`config.mk`:
```
export PLATFORM = sky130hd
export DESIGN_NAME = move_collector
export DESIGN_NICKNAME = d
export VERILOG_FILES = /design/src/rtl/chess_pkg.sv /design/src/rtl/mvv_lva_select.sv /design/src/rtl/move_collector.sv
export SDC_FILE = /design/constraint.sdc
export NUM_CORES = 1
export LEC_CHECK = 0
export ABC_AREA = 1
export BUFFER_PORTS_ARGS = -buffer_cell sky130_fd_sc_hd__buf_2
export CAP_MARGIN = 0
export CORE_MARGIN = 3
export CORE_UTILIZATION = 50
export CTS_CLUSTER_SIZE = 12
export DETAILED_ROUTE_END_ITERATION = 12
export PLACE_DENSITY = 0.71
export SLEW_MARGIN = 20
export SYNTH_ARGS = -nofsm -noshare
export SYNTH_HDL_FRONTEND = slang
export SYNTH_HIERARCHICAL = 1
export SYNTH_SLANG_ARGS = --single-unit
```
`constraint.sdc`:
```
create_clock -name clk -period 20.2 [get_ports clk]
set_input_delay 2.02 -clock clk [delete_from_list [all_inputs] [get_ports clk]]
set_output_delay 2.02 -clock clk [all_outputs]
set_load 0.05 [all_outputs]
```
`src/rtl/chess_pkg.sv`:
```
// Shared chess encodings for the move collection path: piece codes,
// move/score widths, collector FSM states and the MVV-LVA score function.
package chess_pkg;

    localparam int MOVE_W  = 18;
    localparam int SCORE_W = 6;

    typedef enum logic [2:0] {
        EMPTY  = 3'd0,
        PAWN   = 3'd1,
        KNIGHT = 3'd2,
        BISHOP = 3'd3,
        ROOK   = 3'd4,
        QUEEN  = 3'd5,
        KING   = 3'd6
    } piece_e;

    typedef enum logic [1:0] {
        ST_IDLE    = 2'd0,
        ST_COLLECT = 2'd1,
        ST_DRAIN   = 2'd2
    } collector_state_e;

    // Move layout: {from[5:0], to[5:0], attacker[2:0], victim[2:0]}.
    // Victim in the high bits makes any capture outrank a quiet move;
    // the cheaper attacker wins among equal victims.
    function automatic logic [SCORE_W-1:0] mvv_lva_score(input logic [MOVE_W-1:0] mv);
        return {mv[2:0], 3'd7 - mv[5:3]};
    endfunction

endpackage

```
`src/rtl/mvv_lva_select.sv`:
```
// Picks the index of the maximum (FIND_MAX=1) or minimum (FIND_MAX=0)
// score among valid entries; the lowest index wins a tie.
module mvv_lva_select
    import chess_pkg::*;
#(
    parameter int DEPTH    = 16,
    parameter bit FIND_MAX = 1'b1
) (
    input  logic [DEPTH*SCORE_W-1:0]  scores,
    input  logic [DEPTH-1:0]          valid,
    output logic [$clog2(DEPTH)-1:0]  idx
);

    localparam int IDX_W = $clog2(DEPTH);

    logic [SCORE_W-1:0] best;
    logic               have;
    logic [SCORE_W-1:0] cur;
    logic               better;

    // Linear scan; strict comparison keeps the earliest entry on ties.
    always_comb begin
        idx    = '0;
        best   = '0;
        have   = 1'b0;
        cur    = '0;
        better = 1'b0;
        for (int i = 0; i < DEPTH; i++) begin
            cur    = scores[i*SCORE_W +: SCORE_W];
            better = FIND_MAX ? (cur > best) : (cur < best);
            if (valid[i] && (!have || better)) begin
                idx  = IDX_W'(i);
                best = cur;
                have = 1'b1;
            end
        end
    end

endmodule

```
`src/rtl/move_collector.sv`:
```
// Collects moves from NCOL column producers with a round-robin grant into
// a DEPTH-entry buffer, then drains them best-score-first (MVV-LVA).
// When the buffer is full a better move evicts the current worst one.
//
// Handshakes: a transfer happens on a rising edge where valid and ready
// are both high. mv_ready is one-hot and depends only on mv_valid and
// registered state; out_data is held stable while out_valid=1 and
// out_ready=0.
module move_collector
    import chess_pkg::*;
#(
    parameter int DEPTH = 16,
    parameter int NCOL  = 8
) (
    input  logic                        clk,
    input  logic                        reset,
    input  logic                        start,
    input  logic [NCOL-1:0]             mv_valid,
    input  logic [MOVE_W*NCOL-1:0]      mv_data,
    output logic [NCOL-1:0]             mv_ready,
    input  logic [NCOL-1:0]             col_done,
    output logic                        out_valid,
    output logic [MOVE_W-1:0]           out_data,
    output logic [SCORE_W-1:0]          out_score,
    input  logic                        out_ready,
    output logic                        busy,
    output logic                        done,
    output logic                        overflow,
    output logic [1:0]                  dbg_state,
    output logic [$clog2(DEPTH):0]      dbg_count
);

    localparam int IDX_W = $clog2(DEPTH);
    localparam int CNT_W = IDX_W + 1;
    localparam int PTR_W = (NCOL > 1) ? $clog2(NCOL) : 1;

    collector_state_e state, state_next;

    logic [CNT_W-1:0]         count;
    logic [DEPTH-1:0]         valid;
    logic [PTR_W-1:0]         ptr;
    logic [NCOL-1:0]          mask;
    logic [MOVE_W-1:0]        mem [DEPTH];
    logic [DEPTH*SCORE_W-1:0] scores;

    logic                     grant_found;
    logic [PTR_W-1:0]         grant_idx;
    logic [PTR_W:0]           cand;
    logic                     grant_en;
    logic [PTR_W-1:0]         ptr_next;
    logic [MOVE_W-1:0]        in_move;
    logic [SCORE_W-1:0]       in_score;
    logic                     full;
    logic [IDX_W-1:0]         free_idx;
    logic [IDX_W-1:0]         max_idx;
    logic [IDX_W-1:0]         min_idx;
    logic [SCORE_W-1:0]       min_score;
    logic                     replace;
    logic                     write_en;
    logic [IDX_W-1:0]         wr_idx;
    logic                     pop;

    assign dbg_state = state;
    assign dbg_count = count;

    // State register.
    always_ff @(posedge clk or negedge reset) begin
        if (!reset) state <= ST_IDLE;
        else        state <= state_next;
    end

    // Next state; start overrides everything.
    always_comb begin
        state_next = state;
        case (state)
            ST_IDLE:    state_next = ST_IDLE;
            ST_COLLECT: if ((&mask) && (mv_valid == '0)) state_next = ST_DRAIN;
            ST_DRAIN:   if (count == '0) state_next = ST_IDLE;
            default:    state_next = ST_IDLE;
        endcase
        if (start) state_next = ST_COLLECT;
    end

    // Round-robin search: first valid column at or after ptr, wrapping.
    always_comb begin
        grant_found = 1'b0;
        grant_idx   = '0;
        cand        = '0;
        for (int i = 0; i < NCOL; i++) begin
            cand = {1'b0, ptr} + (PTR_W+1)'(i);
            if (cand >= (PTR_W+1)'(NCOL)) cand = cand - (PTR_W+1)'(NCOL);
            if (!grant_found && mv_valid[cand[PTR_W-1:0]]) begin
                grant_found = 1'b1;
                grant_idx   = cand[PTR_W-1:0];
            end
        end
    end

    // Lowest free buffer slot.
    always_comb begin
        free_idx = '0;
        for (int i = DEPTH - 1; i >= 0; i--) begin
            if (!valid[i]) free_idx = IDX_W'(i);
        end
    end

    mvv_lva_select #(.DEPTH(DEPTH), .FIND_MAX(1'b1)) u_max_sel (
        .scores (scores),
        .valid  (valid),
        .idx    (max_idx)
    );

    mvv_lva_select #(.DEPTH(DEPTH), .FIND_MAX(1'b0)) u_min_sel (
        .scores (scores),
        .valid  (valid),
        .idx    (min_idx)
    );

    assign grant_en  = (state == ST_COLLECT) && grant_found && !start;
    assign ptr_next  = (grant_idx == PTR_W'(NCOL - 1)) ? '0 : grant_idx + PTR_W'(1);
    assign in_move   = mv_data[int'(grant_idx)*MOVE_W +: MOVE_W];
    assign in_score  = mvv_lva_score(in_move);
    assign full      = (count == CNT_W'(DEPTH));
    assign min_score = scores[int'(min_idx)*SCORE_W +: SCORE_W];
    assign replace   = grant_en && full && (in_score > min_score);
    assign write_en  = (grant_en && !full) || replace;
    assign wr_idx    = full ? min_idx : free_idx;
    assign pop       = (state == ST_DRAIN) && (count != '0) && out_ready && !start;

    // Handshake and status outputs.
    always_comb begin
        mv_ready  = '0;
        out_valid = 1'b0;
        done      = 1'b0;
        busy      = (state != ST_IDLE);
        if (grant_en) mv_ready[grant_idx] = 1'b1;
        if (state == ST_DRAIN) begin
            out_valid = (count != '0);
            done      = (count == '0) && !start;
        end
    end

    assign out_data  = mem[max_idx];
    assign out_score = scores[int'(max_idx)*SCORE_W +: SCORE_W];

    // Control registers: occupancy, pointer, done mask, overflow flag.
    always_ff @(posedge clk or negedge reset) begin
        if (!reset) begin
            count    <= '0;
            valid    <= '0;
            ptr      <= '0;
            mask     <= '0;
            overflow <= 1'b0;
        end else if (start) begin
            count    <= '0;
            valid    <= '0;
            ptr      <= '0;
            mask     <= '0;
            overflow <= 1'b0;
        end else begin
            if (state == ST_COLLECT) mask <= mask | col_done;
            if (grant_en) begin
                ptr <= ptr_next;
                if (!full) begin
                    valid[free_idx] <= 1'b1;
                    count           <= count + CNT_W'(1);
                end else begin
                    overflow <= 1'b1;
                end
            end
            if (pop) begin
                valid[max_idx] <= 1'b0;
                count          <= count - CNT_W'(1);
            end
        end
    end

    // Move and score storage; contents only matter where valid is set.
    always_ff @(posedge clk) begin
        if (write_en) begin
            mem[wr_idx]                            <= in_move;
            scores[int'(wr_idx)*SCORE_W +: SCORE_W] <= in_score;
        end
    end

endmodule

```
==> flow_metrics.env <==
export IMPL_critical_path_max_fanout=18
export IMPL_grt_pass1_wl_um=150800
export IMPL_cp_required_ns=18.18
export IMPL_criticalPathCategory="reg2out"
export IMPL_fin_hold_ws_ns=0.5125
export IMPL_io_pins=207
export IMPL_rows=87
export IMPL_min_to="mask[2]"
export IMPL_syn_area_um2=28670
export IMPL_wl_um=104600
export IMPL_synth_edf_count=384
export IMPL_grt_max_degree=78
export IMPL_dieArea_um2=60250
export IMPL_layout_setup_ws_ns=-1.610
export IMPL_initial_utilization_pct=50.65
export IMPL_num_fill_cells=4441
export IMPL_wl_per_cell_um=21.48
export IMPL_max_clock_freq_ghz=0.04585
export IMPL_critPathArrivalTime_ns=19.79
export IMPL_syn_to_final_growth_pct=33.01
export IMPL_r2r_end="scores[56]"
export IMPL_leakage_nw=16.74
export IMPL_antenna_found_initial=0
export IMPL_grtUsageTotal_pct=32.05
export IMPL_cts_tree="built"
export IMPL_powerDensity_nw_per_um2=112.5
export IMPL_final_nets=4427
export IMPL_fin_util_pct=67.37
export IMPL_drive_gt1_share_pct=32.27
export IMPL_reg2reg_slack_ns=-1.09
export IMPL_cts_htree_levels=2
export IMPL_status="complete, but fails checks"
export IMPL_netlist_area_leader_share_pct=40.22
export IMPL_synthTopCellsByArea="edfxtp_1 40%, nand2_1 11%, ha_1 7.0%, a22oi_1 5.1%, nor2_1 4.6%"
export IMPL_synth_most_common_cell="nand2_1"
export IMPL_violations="negative setup slack"
export IMPL_worstReg2RegStart="valid[0]"
export IMPL_diodes=0
export IMPL_hp_class="reg2reg"
export IMPL_seq_area_frac_synth_pct=43.28
export IMPL_avgSynthCellArea_um2=8.358
export IMPL_min_path_cells=1
export IMPL_cts_buffers=41
export IMPL_chipWidth_um=245.5
export IMPL_crit_slowest_cell="dfrtp_1"
export IMPL_finalClockSkew_ns=0.02816
export IMPL_setup_viol_count_final=504
export IMPL_slew_headroom_pct=42.09
export IMPL_insertion_delay_ns=0.56
export IMPL_crit_path_start_kind="register"
export IMPL_clk_pin_slew_ns=0.06
export IMPL_cts_root_buffer="clkbuf_16"
export IMPL_ir_drop_mv=0.2104
export IMPL_cp_common_cell="nand2_1"
export IMPL_async_reset_ff_share_pct=8.353
export IMPL_post_dp_hpwl_um=71900
export IMPL_finalCritPeriodShare_pct=108.0
export IMPL_grt_pass1_vias=27010
export IMPL_tightest_slew_ns=0.8686
export IMPL_via_count=28860
export IMPL_drc=0
export IMPL_drv_slew=0
export IMPL_yosysTopAreaCell="edfxtp_1"
export IMPL_r2r_cells=157
export IMPL_critPathCaptureType="output port"
export IMPL_fin_crit_ns=21.81
export IMPL_die_y_um=245.5
export IMPL_ys_flop_type="edfxtp_1"
export IMPL_ys_seq_elements=419
export IMPL_cap_violations=0
export IMPL_viasPerCell=5.925
export IMPL_hold_start="mask[2]"
export IMPL_syn_num_nets=3756
export IMPL_grt_setup_unrepaired="yes"
export IMPL_grt_remaining_overflow=0
export IMPL_slowest_delay_ns=0.42
export IMPL_portBuffers=206
export IMPL_netlist_instances=3430
export IMPL_initialDrtViolationCount=2976
export IMPL_hold_viol_final=0
export IMPL_synth_common_cells="846 x nand2_1, 384 x edfxtp_1, 354 x nor2_1"
export IMPL_first_pass_iters=6
export IMPL_ys_types=65
export IMPL_cts_buffer_depth=3
export IMPL_ys_warn_count=6
export IMPL_cts_sinks=419
export IMPL_gp_congestion=0.9862
export IMPL_drtAntennaViolNets=0
export IMPL_core_area_um2=56600
## cell usage in the layout (no fill, tap or decap), types with 124 or more instances in the layout
| cell | n |
|---|---|
| a22oi_1 | 124 |
| buf_2 | 182 |
| buf_4 | 466 |
| edfxtp_1 | 384 |
| ha_1 | 144 |
| inv_1 | 255 |
| nand2_1 | 781 |
| nand2_2 | 140 |
| nand3_1 | 208 |
| nor2_1 | 321 |
| o21ai_0 | 133 |
## logic make-up (layout without fill, tap and decap cells)
family	Yosys count	in the layout	share of synthesized area [%]
simple gates	1687	1697	26.45
fa+ha+maj	162	162	7.123
compound gates	720	720	16.53
flops	419	419	43.28
buf+inv	432	1107	6.315
xor+xnor	10	10	0.3055
## sequential cells by signal, indices dropped and copies added, names as in the netlist
name       cells
mem          288
scores        96
valid         16
mask           8
dbg_count      5
ptr            3
dbg_state      2
overflow       1
## worst max-delay path, delay by kind of cell (launching register included)
| family | cells | cell delay [ns] |
|---|---|---|
| simple gates | 98 | 8.99 |
| compound gates | 36 | 3.67 |
| fa+ha+maj | 15 | 4.40 |
| flops | 1 | 0.42 |
| buf+inv | 13 | 1.63 |
## metal layers
layer	global-route usage, %	vias up	wire length (um)
met1	41.50	13420	39080
met4	14.55	0	5060
met3	5.299	379	12000
met2	52.92	1765	48500
li1	-	13290	-
met5	0	-	0
## worst max path at each step
stage	startpoint	endpoint	slack (ns)	cells after the start
floorplan	valid[0]	out_score[4]	-0.29	174
global placement	valid[0]	out_score[1]	-0.85	152
detailed placement	valid[0]	out_score[1]	-1.27	156
CTS	valid[0]	out_data[10]	-0.90	161
global route	valid[0]	out_score[0]	-3.16	161
finish	valid[0]	out_score[0]	-1.61	162
## area by class of cell
class	count	area [um^2]	area share, %
Clock buffer	51	1085	2.845
Tap cell	756	945.9	2.481
Timing Repair inverter	1	20.02	0.05250
Inverter	284	1107	2.904
Sequential cell	419	12410	32.54
Clock inverter	6	58.81	0.1542
Multi-Input combinational cell	2589	16000	41.97
Timing Repair Buffer	765	6506	17.06
## what timing repair did
item / 4_1_cts / 5_1_grt
pin swaps: 119 / 154
endpoints found under the setup margin: 504 / 520
endpoints found under the hold margin: 0 / 0
resized for setup: 237 / 173
hold buffers: 0 / 0
gates cloned: 17 / 11
buffers inserted: 38 / 34
## per-stage QoR
stage          instances  cell area, um^2  total power [mW]  setup TNS (ns)  setup slack (ns)
4_1_cts             4827            36970             4.216         -261.12           -0.9044
3_5_place_dp        4716            34570             3.487         -384.17            -1.272
5_1_grt             4871            38130             4.496        -1275.16            -3.162
3_3_place_gp        4716            34570             3.455         -292.54           -0.8465
2_1_floorplan       3430            29270             2.781          -4.772           -0.2949
6_report            4871            38130             4.290         -460.31            -1.610
## where the power goes
part	switching (mW)	total [mW]	internal (mW)
logic	1.52	2.12	0.600
clock network	0.311	0.688	0.377
registers	0.0230	1.48	1.46
total	1.86	4.29	2.43
No activity file was read; power rests on OpenSTA's default activity.
